==> config.mk <==
export PLATFORM = sky130hd
export DESIGN_NAME = dmem_arbiter
export DESIGN_NICKNAME = d
export VERILOG_FILES = /design/src/rtl/dmem_arbiter.sv
export SDC_FILE = /design/constraint.sdc
export NUM_CORES = 1
export LEC_CHECK = 0
export CORE_AREA = 2 2 106 108
export CTS_CLUSTER_DIAMETER = 40
export DETAILED_ROUTE_END_ITERATION = 8
export DIE_AREA = 0 0 108 110
export GPL_TIMING_DRIVEN = 0
export PLACE_DENSITY_LB_ADDON = 0.08
export REMOVE_ABC_BUFFERS = 1
export SYNTH_ARGS = -nofsm -noshare
export SYNTH_HDL_FRONTEND = slang
export SYNTH_SLANG_ARGS = --single-unit
==> constraint.sdc <==
create_clock -name clock -period 5.9 [get_ports clock]
set_clock_uncertainty 0.2 [all_clocks]
set_input_delay 1.18 -clock clock [delete_from_list [all_inputs] [get_ports clock]]
set_output_delay 1.18 -clock clock [all_outputs]
set_load 0.02 [all_outputs]
==> src/rtl/dmem_arbiter.sv <==
// Two-port arbiter sharing the single-ported data memory between the CPU (port 0) and DMA/IO (port 1).
// Grants are combinational from registered owner/round-robin/run-length state.
module dmem_arbiter #(
    parameter int unsigned MAX_LOCK = 4
) (
    input  logic        clock,
    input  logic        reset,
    input  logic        req0,
    input  logic        req1,
    input  logic        lock0,
    input  logic        lock1,
    input  logic [31:0] addr0,
    input  logic [31:0] addr1,
    input  logic [31:0] wdata0,
    input  logic [31:0] wdata1,
    input  logic        word_we0,
    input  logic        word_we1,
    input  logic        byte_we0,
    input  logic        byte_we1,
    output logic        gnt0,
    output logic        gnt1,
    output logic        stall0,
    output logic        stall1,
    output logic [31:0] rdata,
    output logic [31:0] mem_addr,
    output logic [31:0] mem_wdata,
    output logic        mem_word_we,
    output logic        mem_byte_we,
    input  logic [31:0] mem_rdata
);

    localparam int unsigned CW = $clog2(MAX_LOCK) + 1;
    localparam logic [CW-1:0] RUN_MAX = CW'(MAX_LOCK);

    localparam logic [1:0] OWN_IDLE = 2'd0;
    localparam logic [1:0] OWN_0    = 2'd1;
    localparam logic [1:0] OWN_1    = 2'd2;

    logic [1:0]    owner_q, owner_d;
    logic          last_q, last_d;
    logic [CW-1:0] run_q, run_d;
    logic          below_max;
    logic          g0, g1;

    assign below_max = (run_q < RUN_MAX);

    // A locked owner keeps the memory until it hits the run limit while the other port waits.
    always_comb begin
        g0 = 1'b0;
        g1 = 1'b0;
        if (!reset) begin
            if (owner_q == OWN_0 && req0 && (below_max || !req1)) begin
                g0 = 1'b1;
            end else if (owner_q == OWN_1 && req1 && (below_max || !req0)) begin
                g1 = 1'b1;
            end else if (req0 && req1) begin
                g0 = last_q;
                g1 = ~last_q;
            end else begin
                g0 = req0;
                g1 = req1;
            end
        end
    end

    // last_q equals the previous grant whenever run_q is nonzero; run_q==0 restarts at 1 anyway.
    always_comb begin
        owner_d = OWN_IDLE;
        last_d  = last_q;
        run_d   = '0;
        if (g0 || g1) begin
            last_d = g1;
            if (g1) begin
                owner_d = lock1 ? OWN_1 : OWN_IDLE;
            end else begin
                owner_d = lock0 ? OWN_0 : OWN_IDLE;
            end
            if (g1 == last_q) begin
                run_d = below_max ? run_q + CW'(1) : run_q;
            end else begin
                run_d = CW'(1);
            end
        end
    end

    always_ff @(posedge clock) begin
        if (reset) begin
            owner_q <= OWN_IDLE;
            last_q  <= 1'b1;
            run_q   <= '0;
        end else begin
            owner_q <= owner_d;
            last_q  <= last_d;
            run_q   <= run_d;
        end
    end

    assign gnt0        = g0;
    assign gnt1        = g1;
    assign stall0      = req0 & ~g0;
    assign stall1      = req1 & ~g1;
    assign mem_addr    = g1 ? addr1 : addr0;
    assign mem_wdata   = g1 ? wdata1 : wdata0;
    assign mem_word_we = (g0 & word_we0) | (g1 & word_we1);
    assign mem_byte_we = (g0 & byte_we0) | (g1 & byte_we1);
    assign rdata       = mem_rdata;

endmodule

==> flow_summary.ini <==
[setup_path]
crit_buf_inv = 4
cpPeakStageDelay_ns = 0.56
cp_num_cells = 7
worst-path-max-fanout = 71
reg2reg_depth = 6
critPathKind = in2out
reg2reg_slack_ns = 3.11
endpoint_kind = primary output
critPathCapture = mem_word_we
path_delay_family = buffers and inverters
reg2reg_from = run_q[2]
crit_start = req0
critPathLaunchType = input port
cp_common_cell = clkdlybuf4s50_1
timing.rr.end = run_q[2]
cpMaxStageDelayCell = clkdlybuf4s50_1
arrival_ns = 4.18
worstPathRequired_ns = 4.52
crit_chain = clkdlybuf4s50_1 > nor4bb_1 > a211o_2 > buf_12 > inv_4 > a22o_1 > clkdlybuf4s50_1

[floorplanning]
coreArea_sq_um = 10700
ios = 272
die_h_um = 110
die_area_sq_um = 11900
initial_core_util_pct = 13.5
dieWidth_um = 108
core.rowCount = 38

[detailed_routing]
finalWirelength_um = 8210
wl_per_cell_um = 14.0
drtAntennaViolNets = 0
viasPerCell = 3.85
vias = 2257
drc = 0
dr.pass1.iters = 4
first_iter_violations = 76

[cts]
clk_pin_slew_ns = 0.04
clk_path_buf_depth = 2
root_buffer = clkbuf_8
htree_levels = 1
numClockSinks = 6
postCtsSetupRepairBufs = 0
clock_latency_ns = 0.22
cts_tree = built
cts_buffers = 3

[logic_synthesis]
yosysWarnings = 0
synth.avg_cell_area_sq_um = 5.11
ys_async_sr_fraction_pct = 0
synth.area.top_cells = nand2_1, buf_4, dfxtp_1
synth.most_common_cell = nand2_1
synthCells = 282
synth_top_area_share_pct = 50.8
synth_seq_cells = 6
synth-edff-count = 0
syn_area_sq_um = 1440
synth_cell_types = 26
synth_common_cells = nand2_1, buf_4, dfxtp_1, nor2_1, buf_6
yosysSeqAreaShare_pct = 8.34
ys.flop_type = dfxtp_1
synth_largest_area_cell = nand2_1

[placement]
gp_congestion = 0.717
dp_hpwl_um = 6640
place_inst = 583
port_buffers = 207

[layout]
multiInputGateArea_sq_um = 941
fin_cells = 586
num_antenna_cells = 0
nFillCells = 1201
regArea_sq_um = 120
drive_above_1_share_pct = 1.35
nets = 619
area_growth_pct = 135

[pwr]
p_seq_share_pct = 11.3
power.share.switching_pct = 36.2
finalPower_uw = 403
peakVddDrop_mv = 0.0467
combPwrFrac_pct = 73.6
leakage_nw = 1.54
pwr-share-clk_pct = 15.1
p_sw_uw = 146
powerDensity_nw_per_um2 = 119
internal-power_uw = 257

[outcome]
status = finished clean

[timing]
worst_pin_slew_ns = 0.715
finalHoldViolations = 0
slew_headroom_pct = 52.4
min_period_over_period_pct = 94.3
setup_viol = 0
rsz0062_at_grt = no
min_period_ns = 5.56
slew_viol_final = 0
max_freq_ghz = 0.180
setup_tns_ns = 0

[global_routing]
overflow = 0
grt_usage_pct = 12.3
first_global_vias = 2164
antenna_found_initial = 0
grt_pass1_wl_um = 11300
grt_max_degree = 72

[hold_path]
min_path_type = reg2reg

[job]
cap_violations = 0
-- worst register-to-register path, delay by kind of cell (launching register included) --
| kind | cells | cell delay [ns] |
|---|---|---|
| simple gates | 2 | 0.52 |
| flops | 1 | 0.38 |
| compound gates | 2 | 0.79 |
| buf+inv | 2 | 0.84 |
-- per-layer routing --
metal / routed length [um] / GRT usage (%) / vias up
met2: 3600 / 19.0 / 169
met5: 49 / 4.02 / -
met3: 1300 / 8.35 / 6
met1: 3190 / 14.1 / 927
li1: - / - / 1153
met4: 61 / 1.83 / 2
-- sequential cells by signal (all words and copies together), names as in the netlist --
register,count
run_q,3
owner_q,2
last_q,1
-- worst min-delay path by stage --
stage	from	endpoint	slack, ns	cells after the start
after floorplan	run_q[1]	run_q[1]	0.27	2
after global placement	run_q[1]	run_q[1]	0.28	2
after detailed placement	run_q[1]	run_q[1]	0.30	2
after CTS	run_q[1]	run_q[1]	0.30	2
after global routing	run_q[1]	run_q[1]	0.34	2
final	run_q[1]	run_q[1]	0.29	2
-- cell usage in the layout, fill, tap and decap left out, types with 2 or more instances in the layout --
master,count
nand2_1,195
dfxtp_1,6
inv_1,3
and2_1,3
a22o_1,3
a211oi_1,2
nor2_1,6
a21oi_1,2
nand2b_1,2
clkbuf_8,3
clkdlybuf4s50_1,207
-- cell families (layout without fill, tap and decap cells) --
| kind of cell | after synthesis | count (layout) | synth area share, % |
|---|---|---|---|
| buf+inv | 51 | 215 | 26.4 |
| simple gates | 208 | 208 | 55.9 |
| flops | 6 | 6 | 8.34 |
| fa+ha+maj | 1 | 1 | 0.869 |
| compound gates | 14 | 14 | 7.21 |
| xor+xnor | 1 | 1 | 0.608 |
| mux | 1 | 1 | 0.695 |
-- power by group through the flow --
stage,logic (mW),clock network [mW],registers (mW)
global route,0.320,0.0650,0.0459
floorplan,0.111,0,0.0455
detailed placement,0.298,0,0.0462
CTS,0.300,0.0631,0.0455
global placement,0.298,0,0.0462
finish,0.296,0.0606,0.0456
-- per-stage QoR --
stage	hold WS [ns]	util (%)	setup slack, ns	instance area, sq um
5_1_grt	0.336	31.7	0.0781	3390
3_3_place_gp	0.282	31.1	-1.91	3320
3_5_place_dp	0.295	31.3	-0.0600	3340
4_1_cts	0.304	31.7	0.265	3390
2_1_floorplan	0.268	-	0.727	1070
6_report	0.293	31.7	0.336	3390
-- area by class of cell --
cell class	instances	area share, %
inverters	4	0.517
clock buffers	3	1.22
flip-flops and latches	6	3.55
repair buffers	208	61.8
well taps	140	5.17
multi-input cells	225	27.8
-- repair_timing --
item                                   CTS  global route
hold buffers                             0             0
setup endpoints to repair               19             0
endpoints found under the hold margin    0             0
gates resized for setup                  1             0
No activity file was read; power rests on OpenSTA's default activity.
